--- config.mk ---
export PLATFORM = sky130hd
export DESIGN_NAME = rst_clken_seq
export DESIGN_NICKNAME = d
export VERILOG_FILES = /design/src/rtl/rst_clken_pkg.sv /design/src/rtl/clken_div.sv /design/src/rtl/rst_clken_seq.sv
export SDC_FILE = /design/constraint.sdc
export NUM_CORES = 1
export LEC_CHECK = 0
export ABC_AREA = 1
export CELL_PAD_IN_SITES_DETAIL_PLACEMENT = 1
export CELL_PAD_IN_SITES_GLOBAL_PLACEMENT = 2
export CORE_MARGIN = 3
export CORE_UTILIZATION = 34
export DETAILED_ROUTE_END_ITERATION = 8
export PLACE_DENSITY = 0.89
export SLEW_MARGIN = 25
export SYNTH_ARGS = -nofsm -noshare
export SYNTH_HDL_FRONTEND = slang
export SYNTH_SLANG_ARGS = --single-unit
--- constraint.sdc ---
create_clock -name clk -period 3.5 [get_ports clk]
set_input_delay 0.35 -clock clk [delete_from_list [all_inputs] [get_ports clk]]
set_output_delay 0.35 -clock clk [all_outputs]
set_load 0.02 [all_outputs]
--- src/rtl/rst_clken_pkg.sv ---
// rst_clken_pkg: shared types, constants and parameter check for rst_clken_seq
package rst_clken_pkg;
  typedef enum logic [1:0] {ST_RESET, ST_RELEASE, ST_HOLD, ST_RUN} state_t;
  localparam int SYNC_DEPTH = 2;
  function automatic bit params_ok(input int n_rst, input int div_w);
    return n_rst >= 1 && n_rst <= 16 && div_w >= 1;
  endfunction
endpackage

--- src/rtl/clken_div.sv ---
// clken_div: runtime-programmable clock-enable divider with glitch-free ratio change
//   clk, rst_n      : clock, async active-low reset
//   i_clr           : synchronous clear while the sequencer is in internal reset
//   i_div_sel/upd   : new divide select (ratio = sel+1) and its one-cycle update strobe
//   o_clk_en        : one-cycle-high enable per period
//   o_div_ack       : pulse in the first cycle using the new ratio
module clken_div #(
  parameter int DIV_W = 4
) (
  input  logic             clk,
  input  logic             rst_n,
  input  logic             i_clr,
  input  logic [DIV_W-1:0] i_div_sel,
  input  logic             i_div_upd,
  output logic             o_clk_en,
  output logic             o_div_ack
);
  logic [DIV_W:0]   r_ratio;
  logic [DIV_W:0]   r_pend;
  logic [DIV_W-1:0] r_cnt;
  logic             r_pf;
  logic             r_ack;
  logic             w_wrap;
  assign w_wrap    = {1'b0, r_cnt} == r_ratio - 1'b1;
  assign o_clk_en  = !i_clr && r_cnt == '0;
  assign o_div_ack = r_ack;
  // A pending ratio is only taken at a wrap, so the period in flight always completes.
  always_ff @(posedge clk or negedge rst_n)
    if (!rst_n) begin
      r_ratio <= 1;
      r_pend  <= 1;
      r_cnt   <= '0;
      r_pf    <= 1'b0;
      r_ack   <= 1'b0;
    end else if (i_clr) begin
      r_ratio <= 1;
      r_pend  <= 1;
      r_cnt   <= '0;
      r_pf    <= 1'b0;
      r_ack   <= 1'b0;
    end else begin
      r_ack <= w_wrap && r_pf;
      r_cnt <= w_wrap ? '0 : r_cnt + 1'b1;
      if (w_wrap && r_pf) r_ratio <= r_pend;
      r_pf <= i_div_upd || (r_pf && !w_wrap);
      if (i_div_upd) r_pend <= {1'b0, i_div_sel} + 1'b1;
    end
endmodule

--- src/rtl/rst_clken_seq.sv ---
// rst_clken_seq: ordered reset-domain sequencer with software reset and clock-enable divider
//   clk, rst_n       : clock, async active-low reset (release synchronised internally)
//   srst_req         : level software reset request
//   stage_dly        : per-stage delay, sampled at every counter reload
//   div_sel/div_upd  : divide select (ratio = sel+1) and update strobe
//   rst_n_o          : sequenced active-low resets, bit 0 released first
//   clk_en, div_ack  : divided enable, ratio-change acknowledge
//   busy             : high outside RUN
module rst_clken_seq
  import rst_clken_pkg::*;
#(
  parameter int N_RST = 4,
  parameter int DLY_W = 8,
  parameter int DIV_W = 4
) (
  input  logic             clk,
  input  logic             rst_n,
  input  logic             srst_req,
  input  logic [DLY_W-1:0] stage_dly,
  input  logic [DIV_W-1:0] div_sel,
  input  logic             div_upd,
  output logic [N_RST-1:0] rst_n_o,
  output logic             clk_en,
  output logic             div_ack,
  output logic             busy
);
  if (!params_ok(N_RST, DIV_W)) begin : g_bad_params
    $error("rst_clken_seq: N_RST must be 1..16 and DIV_W at least 1");
  end
  state_t                  r_state;
  logic [SYNC_DEPTH-2:0]   r_sync;
  logic [DLY_W-1:0]        r_dcnt;
  logic [N_RST-1:0]        r_rst;
  logic [N_RST-1:0]        w_nxt;
  // Resets release as a thermometer: each stage adds the next higher bit.
  assign w_nxt   = (r_rst << 1) | N_RST'(1);
  assign rst_n_o = r_rst;
  assign busy    = r_state != ST_RUN;
  // The state register acts as the final synchroniser stage, so leaving
  // RESET happens on the SYNC_DEPTH-th edge after rst_n releases.
  always_ff @(posedge clk or negedge rst_n)
    if (!rst_n) r_sync <= '0;
    else r_sync <= (SYNC_DEPTH-1)'({r_sync, 1'b1});
  always_ff @(posedge clk or negedge rst_n)
    if (!rst_n) begin
      r_state <= ST_RESET;
      r_dcnt  <= '0;
      r_rst   <= '0;
    end else if (r_state == ST_RESET) begin
      if (r_sync[SYNC_DEPTH-2]) begin
        r_state <= ST_RELEASE;
        r_dcnt  <= stage_dly;
      end
    end else if (srst_req) begin
      r_state <= ST_HOLD;
      r_dcnt  <= stage_dly;
      r_rst   <= '0;
    end else if (r_state != ST_RUN && r_dcnt != '0) begin
      r_dcnt <= r_dcnt - 1'b1;
    end else if (r_state == ST_RELEASE) begin
      r_rst  <= w_nxt;
      r_dcnt <= stage_dly;
      if (w_nxt[N_RST-1]) r_state <= ST_RUN;
    end else if (r_state == ST_HOLD) begin
      r_state <= ST_RELEASE;
      r_dcnt  <= stage_dly;
    end
  clken_div #(.DIV_W(DIV_W)) u_div (
    .clk       (clk),
    .rst_n     (rst_n),
    .i_clr     (r_state == ST_RESET),
    .i_div_sel (div_sel),
    .i_div_upd (div_upd),
    .o_clk_en  (clk_en),
    .o_div_ack (div_ack)
  );
endmodule
==> results of run 1 <==
stage by stage:
step	instance area (um2)	hold WS, ns
2_1_floorplan	1919	0.05441
3_3_place_gp	2217	0.4758
3_5_place_dp	2217	0.4814
4_1_cts	2317	0.4835
5_1_grt	2317	0.5008
6_report	2317	0.4735
power by group:
group / internal (mW) / switching, mW / total [mW]
combinational: 0.386 / 0.629 / 1.01
clock: 0.179 / 0.126 / 0.306
sequential: 0.506 / 0.141 / 0.648
total: 1.07 / 0.897 / 1.97
worst max-delay path, cell delays in order, from the launching register on:
cell	delay [ns]
dfrtp_1	0.44
inv_1	0.11
ha_1	0.40
nor3_1	0.26
clkdlybuf4s50_1	0.63
synth_stat cells, drive strengths merged:
| cell type | count |
|---|---|
| xor2 | 5 |
| nand3 | 29 |
| o21ai | 9 |
| clkbuf | 2 |
| clkinv | 1 |
| nand2 | 81 |
| a22oi | 2 |
| nor2 | 28 |
| nand4 | 1 |
| dfstp | 2 |
| buf | 2 |
| xnor2 | 4 |
| ha | 11 |
| nor3 | 5 |
| nand3b | 1 |
| dfrtp | 29 |
| o22ai | 3 |
| a21oi | 4 |
| inv | 34 |
| conb | 1 |
| a211oi | 1 |
final cells by class:
type	instances	area (um2)	share of cell area [%]
inverter	35	135.1	5.832
sequential	31	778.2	33.59
clock buffer	8	100.1	4.320
timing repair buffer	23	227.7	9.827
tap	70	87.58	3.780
multi-input combinational	185	988.4	42.66
layer usage:
layer / vias to the layer above / wire [um]
li1: 848 / -
met1: 747 / 2036
met2: 17 / 2055
met3: 6 / 114
met4: 0 / 64
met5: - / 0
cells by family after synthesis:
| kind of cell | after synthesis | synth area share [%] |
|---|---|---|
| AND/OR/NAND/NOR | 145 | 33.12 |
| buffers and inverters | 39 | 7.953 |
| AO/OA/AOI/OAI | 19 | 6.910 |
| other | 1 | 0.1954 |
| flip-flops | 31 | 40.55 |
| adder cells (fa/ha/maj) | 11 | 7.171 |
| XOR/XNOR | 9 | 4.107 |
final timing paths:
kind,endpoint,slack (ns),cells past startpoint
max,clk_en,1.03,4
min,r_dcnt[1],0.47,2
max reg2reg,r_dcnt[6],1.18,8
min reg2reg,rst_n_o[3],0.49,2
max in group asynchronous,u_div.r_ratio[0],2.70,2
min in group clk,rst_n_o[3],0.49,2
flip-flops by register name (all words and copies together) (netlist names), 2 cells and up:
name and flops:
u_div.r_pend 5, u_div.r_ratio 5, r_dcnt 8, rst_n_o 4
u_div.r_cnt 4, r_state 2
layout by cell type, fill, tap and decap left out, types with 3 or more instances in the layout:
| cell type | synthesis | final |
|---|---|---|
| a21oi_1 | 3 | 3 |
| clkbuf_8 | 0 | 7 |
| clkdlybuf4s50_1 | 0 | 22 |
| dfrtp_1 | 29 | 29 |
| ha_1 | 11 | 11 |
| inv_1 | 29 | 29 |
| inv_2 | 4 | 4 |
| nand2_1 | 79 | 79 |
| nand3_1 | 27 | 27 |
| nor2_1 | 24 | 24 |
| nor3_1 | 5 | 5 |
| o21ai_1 | 5 | 5 |
| o22ai_1 | 3 | 3 |
| xnor2_1 | 4 | 4 |
| xor2_1 | 5 | 5 |
==> summary.txt, run 1 <==
Die
  • Die height: 81.14 um
  • FP Rows: 26
  • Core footprint: 5270 um2
  • Die area: 6583 um2
  • Die width: 81.14 um
  • Initial core utilization: 36.42%
  • Num ports: 23

GRT
  • Number of global-route vias before repair: 1725
  • M2 GR Usage: 25.86%
  • Total track usage: 15.09%
  • Congestion Overflow GR: 0
  • Largest net degree at the start of global routing: 32
  • Initial antenna violation count: 0
  • Routing usage on met3: 3.659%
  • Gr busiest metal: met2
  • Global-route wire length before repair: 7.700 mm
  • Grt met1 use: 18.34%

Yosys
  • Synth top area share: 37.81%
  • Average footprint of a synthesized cell: 7.527 um2
  • Post-Syn Instances: 255
  • Ys Warns: 0
  • Area leader, netlist: dfrtp_1
  • Synthesized Nets: 282
  • Mapped Area: 1919 um2
  • Register area share after synthesis: 40.55%
  • Area contributors post-synth: dfrtp_1 (38%), nand2_1 (15%), ha_1 (7.2%), nand3_1 (7.0%), inv_1 (5.7%)
  • Unique cell type count in the Yosys netlist: 32
  • Seq cells post-synth: 31

Place
  • Gp weighted congestion: 0.7361
  • PortBufs: 22
  • Post-DP HPWL: 3.267 mm
  • Placement Setup Slack: 1.165 ns
  • Placed insts: 344

Clocking
  • CTS Buf Count: 5
  • Bufs on Longest Clock Path: 2
  • CTS sink cnt: 31
  • Max H-tree Level: 2
  • CTS tree: done
  • Post-CTS setup buffers: 0
  • Hold_buf cts: 0
  • Clk_lat worst skew: 0.28 ns
  • Resized Gates After CTS: 0
  • Clock slew seen by the registers of the worst setup and hold paths: 0.07 ns
  • CTS root buffer: clkbuf_8

Setup path
  • Crit. Startpoint: r_state[1]
  • Path type of the worst setup path: register to primary output
  • Crit path DAT: 2.12 ns
  • Crit end category: primary output
  • Critical Path RT: 3.15 ns
  • Worst r2r src: r_state[0]
  • Crit start category: register
  • CP Max Fanout: 16

Flow run
  • Max Cap Viol: 0

Finish
  • Area grow syn2layout: 20.73%
  • Post-layout util: 43.97%
  • Share of post-route cells with drive strength above 1: 9.574%
  • # fillers: 682
  • ANT cells: 0
  • Final net count: 308
  • Non-Filler Instances: 352

STA
  • Final worst slack: 1.029 ns
  • Tmin final: 2.471 ns
  • RSZ-0062 raised after global routing: no
  • Final Hold Viols: 0
  • Final clock skew: 0.005948 ns
  • Slew HR: 60.94%
  • Setup_tns: 0 ns
  • Actual slew at the worst max-slew pin: 0.5859 ns
  • Period utilization: 70.59%
  • Max-slew violations: 0
  • FMAX: 404.8 MHz
  • Final setup viols: 0

Drt
  • Via/cell ratio: 4.597
  • DRT Wirelength: 4.271 mm
  • Initial DRT Pass Iterations: 4
  • Wire per inst: 12.13 um
  • Routed vias: 1618
  • Drt drc: 0
  • Antenna viol nets, final: 0
  • 1st-iter DRT viols: 40

Min path
  • Worst Hold Class: input pin to async pin

Power
  • Leak: 1.144 nW
  • Max VDD drop: 303.2 uV
  • Tot Pwr: 1.968 mW
  • Power Density: 849.3 nW/um2

Status
  • Status: finished, final reports clean
No activity file was read; power rests on OpenSTA's default activity.
==> run 2, diff against run 1 <==
CORE_UTILIZATION = 32   (was 34)
PLACE_DENSITY = 0.85   (was 0.89)
clock period = 2.5 ns   (was 3.5 ns; I/O delays follow)
==> run 2 against run 1 <==
Combinational power rose by 44%. Design area rose by 1.2%. Global-route usage decreased by 0.45 points. Critical endpoint unchanged. Clock-buffer cell count fell by 2. Sequential share of layout area shrank 0.39 points. Hold slack got worse by 0.11 ns. Critical path depth did not move.
==> summary.txt, run 2 (synthesis gave the netlist of run 1 again) <==
Finish
  • # fillers: 706
  • Final net count: 309
  • Largest regs: r_dcnt: 8 flops, u_div.r_pend: 5 flops, u_div.r_ratio: 5 flops
  • ANT cells: 0
  • Area grow syn2layout: 22.16%
  • Commonest non-fill, non-tap cell in the layout: nand2_1
  • Post-layout util: 41.56%
  • Register Area: 778.2 um2
  • Design area: 2345 um2
  • Largest Register: r_dcnt
  • Non-Filler Instances: 355
  • Share of post-route cells with drive strength above 1: 10.25%
  • Commonest non-fill, non-tap cells in the layout: nand2_1 (79), inv_1 (29), dfrtp_1 (29)
  • Multi-input gate area: 988.4 um2
  • Largest register FFs: 8

Place
  • Post-DP Area: 2227 um2
  • Post-DP HPWL: 3.515 mm
  • Placed insts: 347
  • PortBufs: 22
  • Gp weighted congestion: 0.7548

Setup path
  • CP Cell Sequence: inv_1 -> ha_1 -> nor3_1 -> clkdlybuf4s50_1
  • Slowest cell delay on critical path: 0.63 ns
  • CP Max Fanout: 6
  • Critical Path RT: 2.25 ns
  • Crit path DAT: 1.94 ns
  • FF-to-FF setup slack: 0.57 ns
  • Worst r2r src: r_state[0]
  • Path type of the worst setup path: register to primary output
  • Crit path to: clk_en
  • Reg2Reg Depth: 7
  • Crit. Startpoint: r_state[1]
  • Crit end category: primary output
  • Crit start category: register
  • Reg2reg end: r_state[0]
  • CP max-delay cell: clkdlybuf4s50_1

Die
  • Num ports: 23
  • Initial core utilization: 34.02%
  • Die height: 83.45 um
  • Die width: 83.45 um
  • Die area: 6963 um2
  • Core footprint: 5642 um2
  • FP Rows: 27

Flow run
  • Max Cap Viol: 0

GRT
  • Largest net degree at the start of global routing: 32
  • Initial antenna violation count: 0
  • Total track usage: 14.64%
  • Congestion Overflow GR: 0
  • Number of global-route vias before repair: 1817
  • Global-route wire length before repair: 8.431 mm

STA
  • Tmin final: 2.192 ns
  • Max-slew violations: 0
  • FMAX: 456.2 MHz
  • Final Hold Viols: 0
  • Period utilization: 87.68%
  • Final clock skew: 0.008016 ns
  • Setup_tns: 0 ns
  • Final setup viols: 0
  • RSZ-0062 raised after global routing: no

Drt
  • Routed vias: 1675
  • Via/cell ratio: 4.718
  • Initial DRT Pass Iterations: 4
  • Wire per inst: 12.99 um
  • DRT Wirelength: 4.610 mm
  • 1st-iter DRT viols: 97
  • Drt drc: 0
  • Antenna viol nets, final: 0

Min path
  • Worst Hold Class: input pin to async pin

Status
  • Status: finished, final reports clean

Clocking
  • Max H-tree Level: 2
  • CTS tree: done
  • Resized Gates After CTS: 0
  • Post-CTS setup buffers: 0
  • CTS sink cnt: 31
  • CTS Buf Count: 5
  • CTS root buffer: clkbuf_8
  • Hold_buf cts: 0
  • Bufs on Longest Clock Path: 2
  • Clock slew seen by the registers of the worst setup and hold paths: 0.07 ns
  • Clk_lat worst skew: 0.29 ns

Power
  • Tot Pwr: 2.865 mW
  • Leak: 1.158 nW
  • Power Density: 1222 nW/um2
  • Max VDD drop: 425.7 uV
-- run 2: cell types whose count changed in the layout (fill, tap and decap cells not counted), sizes merged --
cell / change
buf: +1
bufinv: +1
clkbuf: -2
clkinv: +1
-- run 2: worst min-delay path by stage --
| stage | from | endpoint | slack (ns) |
|---|---|---|---|
| after global routing | rst_n | rst_n_o[0] | 0.40 |
| after detailed placement | rst_n_o[3] | rst_n_o[3] | 0.48 |
| after CTS | rst_n | rst_n_o[0] | 0.38 |
| after floorplan | rst_n | r_dcnt[0] | -0.05 |
| final | rst_n | r_dcnt[2] | 0.36 |
| after global placement | rst_n_o[3] | rst_n_o[3] | 0.47 |
-- run 2: critical path, delay by kind of cell, from the launching register on --
kind                     cells  cell delay, ns
adder cells (fa/ha/maj)      1            0.27
buffers and inverters        2            0.73
flip-flops                   1            0.43
AND/OR/NAND/NOR              1            0.22
-- run 2: routing by layer --
metal / wire length, um / GRT usage (%)
met1: 2142 / 18.36
met2: 2298 / 25.22
met3: 97 / 2.778
met4: 72 / 4.825
met5: 0 / 0
-- run 2: area by class of cell --
type	count	area share (%)
Inverter	35	5.763
Tap cell	72	3.842
Multi-Input combinational cell	185	42.16
Clock inverter	2	1.494
Timing Repair Buffer	24	10.03
Sequential cell	31	33.19
Clock buffer	6	3.522
-- run 2: power by group --
part / internal [mW] / switching [mW] / leakage (nW)
sequential: 0.708 / 0.191 / 0.390
clock: 0.322 / 0.196 / 0.0612
combinational: 0.550 / 0.898 / 0.707
total: 1.58 / 1.28 / 1.16
-- run 2: per-stage QoR --
step | hold slack, ns | setup WS [ns]
4_1_cts | 0.3773 | 0.2914
6_report | 0.3638 | 0.3081
5_1_grt | 0.4007 | 0.1673
2_1_floorplan | -0.04559 | 0.7373
3_3_place_gp | 0.4723 | 0.5934
3_5_place_dp | 0.4789 | 0.5950
